<file path="config.mk">
export PLATFORM = sky130hd
export DESIGN_NAME = shift_result_fifo
export DESIGN_NICKNAME = d
export VERILOG_FILES = /design/src/rtl/shift_result_fifo.sv
export SDC_FILE = /design/constraint.sdc
export NUM_CORES = 1
export LEC_CHECK = 0
export ABC_AREA = 1
export CORE_AREA = 2 2 117 119
export CTS_CLUSTER_SIZE = 16
export DETAILED_ROUTE_END_ITERATION = 6
export DIE_AREA = 0 0 119 121
export PLACE_DENSITY = 0.8
export SLEW_MARGIN = 40
export SYNTH_ARGS = -nofsm -noshare
export SYNTH_HDL_FRONTEND = slang
export SYNTH_SLANG_ARGS = --single-unit
</file>
<file path="constraint.sdc">
create_clock -name clk -period 4 [get_ports clk]
set_clock_uncertainty 0.1 [all_clocks]
set_input_delay 0.6 -clock clk [delete_from_list [all_inputs] [get_ports clk]]
set_output_delay 0.6 -clock clk [all_outputs]
set_load 0.02 [all_outputs]
</file>
<file path="src/rtl/shift_result_fifo.sv">
// shift_result_fifo: first-word-fall-through FIFO of shift/rotate results with flags captured at push
//   clk, rst_n                               : clock, asynchronous active-low reset
//   in_valid/in_ready/in_result/in_op/in_amount : producer handshake and result fields
//   out_valid/out_ready                      : consumer handshake for the head entry
//   out_result/out_op/out_zero/out_neg/out_nop : head entry fields, all zero when empty
//   count                                    : number of stored entries
module shift_result_fifo #(
  parameter int DEPTH = 4
) (
  input  logic                   clk,
  input  logic                   rst_n,
  input  logic                   in_valid,
  output logic                   in_ready,
  input  logic [31:0]            in_result,
  input  logic [2:0]             in_op,
  input  logic [4:0]             in_amount,
  output logic                   out_valid,
  input  logic                   out_ready,
  output logic [31:0]            out_result,
  output logic [2:0]             out_op,
  output logic                   out_zero,
  output logic                   out_neg,
  output logic                   out_nop,
  output logic [$clog2(DEPTH):0] count
);
  localparam int AW = $clog2(DEPTH);
  localparam logic [AW:0] FULL = (AW+1)'(DEPTH);
  logic [31:0]      r_result [DEPTH];
  logic [2:0]       r_op [DEPTH];
  logic [DEPTH-1:0] r_zero, r_neg, r_nop;
  logic [AW-1:0]    r_wptr, r_rptr;
  logic [AW:0]      r_count;
  logic             w_push, w_pop;
  // rst_n gates in_ready so the producer sees no room while reset is held
  assign in_ready   = rst_n & (r_count < FULL);
  assign out_valid  = (r_count != '0);
  assign w_push     = in_valid & in_ready;
  assign w_pop      = out_valid & out_ready;
  assign count      = r_count;
  assign out_result = out_valid ? r_result[r_rptr] : '0;
  assign out_op     = out_valid ? r_op[r_rptr] : '0;
  assign out_zero   = out_valid & r_zero[r_rptr];
  assign out_neg    = out_valid & r_neg[r_rptr];
  assign out_nop    = out_valid & r_nop[r_rptr];
  // pointers wrap naturally since DEPTH is a power of two
  always_ff @(posedge clk or negedge rst_n) begin
    if (!rst_n) begin
      r_wptr  <= '0;
      r_rptr  <= '0;
      r_count <= '0;
      r_zero  <= '0;
      r_neg   <= '0;
      r_nop   <= '0;
      for (int i = 0; i < DEPTH; i++) begin
        r_result[i] <= '0;
        r_op[i]     <= '0;
      end
    end else begin
      if (w_push) begin
        r_result[r_wptr] <= in_result;
        r_op[r_wptr]     <= in_op;
        r_zero[r_wptr]   <= (in_result == '0);
        r_neg[r_wptr]    <= in_result[31];
        r_nop[r_wptr]    <= (in_amount == '0);
        r_wptr           <= r_wptr + 1'b1;
      end
      if (w_pop) r_rptr <= r_rptr + 1'b1;
      if (w_push != w_pop) r_count <= w_push ? r_count + 1'b1 : r_count - 1'b1;
    end
  end
endmodule

</file>
Yosys cells after proc, flatten, opt, wreduce, memory -nomap -nowiden --
Cells that the tools add are included.
Storage, ports and cells: register bits 159, bits in latches 0, RAM bits 0, ROM bits 0, input bits 44, output and inout port bits 43, logic and storage cells 65, memories 0
Operators by class: add/sub/neg operators 4, $mul 0, divide/modulo/power cells 0, magnitude comparators 7, equal/unequal tests 1, shift-type cells 0, muxes and demuxes 26, bitwise operators 8, reduce and logical (&&, ||, !) cells 5
Operators with widths (number):
- bitwise mux 128 bit | 1
- 2-to-1 mux 32 bit | 4
- binary-select mux 32 bit (select 2 bit) | 1
- demux 32 bit (select 2 bit) | 1
- logical NOT 32 bit | 1
- 2-to-1 mux 3 bit | 5
- bitwise mux 12 bit | 1
- bitwise mux 4 bit | 3
- bitwise AND 1 bit | 6
- binary-select mux 1 bit (select 2 bit) | 3
- binary-select mux 3 bit (select 2 bit) | 1
- demux 3 bit (select 2 bit) | 1
- >= comparator 3 bit (second input constant) | 2
- < comparator 2 x 3 -> 1 bit (second input constant) | 2
- inverter 2 -> 3 bit | 2
- logical NOT 5 bit | 1
- adder 2 x 1 -> 2 bit (second input constant) | 2
- 2-to-1 mux 1 bit | 4
- adder 3 x 1 -> 3 bit (second input constant) | 1
- < comparator 3 x 1 -> 1 bit (second input constant) | 1
- < comparator 3 bit (second input constant) | 1
- nonzero test 3 bit | 1
- subtractor 3 x 1 -> 3 bit (second input constant) | 1
- demux 1 bit (select 2 bit) | 1
- other kinds (3) | 4

Logic depth before layout (Yosys ltp) --
word-level depth 6, depth in mapped cells 8

Least setup slack after synthesis --
OpenSTA, ideal clock, no wires.
kind register to output, from register r_count[2] (netlist: count[2]), to output out_result[31], data arrival time 1.551 ns, required time 3.300 ns, path slack 1.749 ns, stages on the path, launching flop included 6, buffers on the path 1, cell sequence dfrtp_1 nor2_1 nand2_1 inv_2 a21oi_1 buf_4
Between the ends: word-level cells in the longest chain between the ends 2
Ends and longest elaborated chain:
- start, declared | line 32 | logic [AW:0] r_count;
- start signal, assigned | line 68 | if (w_push != w_pop) r_count <= w_push ? r_count + 1'b1 : r_count - 1'b1;
- nonzero test 3 bit | line 36 | assign out_valid = (r_count != '0);
- net out_valid | line 17 | output logic out_valid,
- 2-to-1 mux 32 bit | line 40 | assign out_result = out_valid ? r_result[r_rptr] : '0;
- end, declared | line 19 | output logic [31:0] out_result,
The timed path passes the listed nets, and every way through them passes these cells.

Worst setup path in the final report --
from register r_rptr[0], to output out_zero
Between the ends: word-level cells in the longest chain between the ends 3
Ends and longest elaborated chain:
- start, declared | line 31 | logic [AW-1:0] r_wptr, r_rptr;
- start signal, assigned | line 67 | if (w_pop) r_rptr <= r_rptr + 1'b1;
- binary-select mux 1 bit (select 2 bit) | line 42 | assign out_zero = out_valid & r_zero[r_rptr];
- 2-to-1 mux 1 bit (implied by the code) | line 42
- bitwise AND 1 bit | line 42
- end, declared | line 21 | output logic out_zero,
No other way between the ends. The select of a mux whose other input is x is not followed.

==> run metrics <==
routed len/inst=between 15 and 20 um; clock tree buffer depth=2; share of layout cells above drive strength 1=~15%; share of power burned in registers=33.1%; Post-DRT Antenna Nets=0; filler cell count=roughly 1000; # hold bufs at CTS=0; postcts setup bufs=0; first-pass GRT wire length=around 29000 um; Critical Path Source Type=flip-flop; 1st-pass router iterations=5; r2r setup slk=2.26 ns; internal power=between 4000 and 5000 uW; Final setup viols=0; worst setup margin=between 0.5 and 0.6 ns; Final Cell Area=~9000 um2; Syn Inst Count=around 900; CP Capture Type=primary output; FF-to-FF End=r_nop[1]$_DFFE_PN0P_; top_reg_cell synth=dfrtp_1; Worst-Skew Late Latency=between 0.4 and 0.5 ns; CTS tree=built; logic gate share of total power=between 40% and 50%; total grt overflow=0; Cell Area, Synth=7710 um2; RSZ-0062 raised after global routing=no; IO Pins=87; post-synth cell types=24; most common cell in the netlist=nand2_1; Post-CTS Resized=0; area leader, netlist=dfrtp_1; CP Max Fanout=75; worst endpoint data arrival time=around 2.8 ns; synth warn=0; dpl cell area=between 8000 and 9000 um2; via count=~6000; Final #Nets=around 1000; initial antenna violation count=0; I/O Buffers=86; peak supply drop=523 uV; Post-synth ARST share=100%; Initial Util=58.9%; total power=a little over 8000 uW; syn nets=between 900 and 1000; Max H-tree Level=4; drt drc=0; gr usage total=around a quarter; Post-synth EDFFs=0; Die Ht=121 um; sw frac=between 40% and 50%; cells on worst reg2reg path=7; final RePlAce weighted congestion=around 0.76; CTS Sinks=~160; Min-Delay Path Class=in -> async; Storage cell area=a little under 4000 um2; die footprint=14400 um2; #FFs+latches synth=155; vias in the first global route=approximately 5900; Die X-Extent=between 100 and 150 um; Worst Setup EP=out_zero; RR Startpoint=count[2]$_DFFE_PN0P_; crit share post-route=between 80% and 90%; critical path required time=~3.3 ns; top cells by area, synth=dfrtp_1, o21ai_2, nand2_1; crit path from=r_rptr[0]$_DFFE_PN0P_; CP Class=reg -> out; MaxCap Viol Count=0; total negative slack=0 ns; clock root buffer=clkbuf_16; Setup WS pre-CTS=between 1 and 1.5 ns; post-layout min period=~3.5 ns; P_sw=~3300 uW; endpoints failing hold=0; Avg Cell Area, Syn=~8.7 um2; core region area=between 10000 and 15000 um2; fmax=approximately 290 MHz; Slew headroom=43.0%; worst-margin pin slew=~0.85 ns; max-slew violations=0; drt via density=about 5.3; synth cell count leaders=nand2_1, nor2_1, dfrtp_1, o21ai_2, o21ai_0; CTS Buf Count=17; post-synth top area share=roughly half; Lkg Pwr=0.00421 uW; area occupied by multi-input gates=3180 um2; Antenna diodes=0; Total Wirelength=roughly 17000 um; outcome=finished, final reports clean; clock transition at the registers of the reported paths=0.06 ns; row count=42; area growth from synthesis to layout=17.2%; power density cells=slightly above 900 nW/um2; Clk pwr share=between 15 and 20%; fin util=between 60% and 70%; sequential-to-total area share from yosys stat=a little over 50%; pin count of the biggest net entering global routing=85; number of DRC violations after detailed-routing iteration 0=709; DP HPWL=about 10000 um
-- worst max-delay path: stages (launching register included) --
cell	delay, ns
dfrtp_2	0.36
buf_4	0.66
nor2_1	0.15
nor2_1	0.14
o21ai_0	0.11
a21oi_1	0.24
clkdlybuf4s50_1	0.65
-- kinds of logic (layout without fill, tap and decap cells) --
logic type	count (synthesis)	count (layout)	synth area share [%]
compound gates	257	257	21.2
xor+xnor	3	3	0.341
buf+inv	105	176	8.42
simple gates	363	363	18.8
flops	155	155	50.3
fa+ha+maj	5	5	0.909
-- per-layer routing --
layer | global-route usage [%] | routed length, um | vias to the layer above
li1 | - | - | 2990
met1 | 34.6 | 7970 | 2901
met2 | 40.4 | 8390 | 141
met3 | 4.98 | 666 | 30
met4 | 8.93 | 330 | 0
met5 | 0 | 0 | -
-- worst min-delay path by stage --
| stage | from | to | slack [ns] |
|---|---|---|---|
| CTS | rst_n | count[2]$_DFFE_PN0P_ | 0.19 |
| finish | rst_n | count[2]$_DFFE_PN0P_ | 0.17 |
| global route | rst_n | count[2]$_DFFE_PN0P_ | 0.21 |
| floorplan | rst_n | count[0]$_DFFE_PN0P_ | 0.20 |
| detailed placement | r_nop[0]$_DFFE_PN0P_ | r_nop[0]$_DFFE_PN0P_ | 0.36 |
| global placement | r_nop[0]$_DFFE_PN0P_ | r_nop[0]$_DFFE_PN0P_ | 0.36 |
-- power groups by stage --
| stage | clock (uW) | sequential (uW) | combinational [uW] |
|---|---|---|---|
| 2_1_floorplan | 0 | 2660 | 2720 |
| 3_3_place_gp | 0 | 2720 | 3830 |
| 3_5_place_dp | 0 | 2750 | 3900 |
| 4_1_cts | 1650 | 2740 | 3940 |
| 5_1_grt | 1720 | 2830 | 4320 |
| 6_report | 1640 | 2750 | 3920 |
-- per-stage QoR --
stage          hold slack (ns)  std cells
5_1_grt                  0.212       1135
4_1_cts                  0.194       1134
2_1_floorplan            0.204        888
6_report                 0.167       1135
3_5_place_dp             0.362       1102
3_3_place_gp             0.357       1102
-- cells in the final DEF, fill, tap and decap left out, drive strengths merged --
master / instances
clkdlybuf4s50: 85
clkbuf: 21
nor2: 171
clkinvlp: 4
nand3: 3
clkinv: 4
ha: 4
nand2: 187
dfrtp: 155
o21ai: 217
a21oi: 40
inv: 50
bufinv: 3
fa: 1
buf: 9
nor3: 1
xor2: 3
and2: 1
-- registers in the layout (all words and copies together) (netlist names) --
signal / count
r_result: 124
r_nop: 4
r_neg: 4
count: 3
r_rptr: 2
r_wptr: 2
r_zero: 4
r_op: 12
-- final cells by class --
type	instances	area share, %
clock inverter	11	1.59
timing repair buffer	94	10.5
multi-input combinational	628	35.2
clock buffer	21	5.10
tap	176	2.44
sequential	155	42.9
inverter	50	2.22
Power figures use the tool's default switching activity.
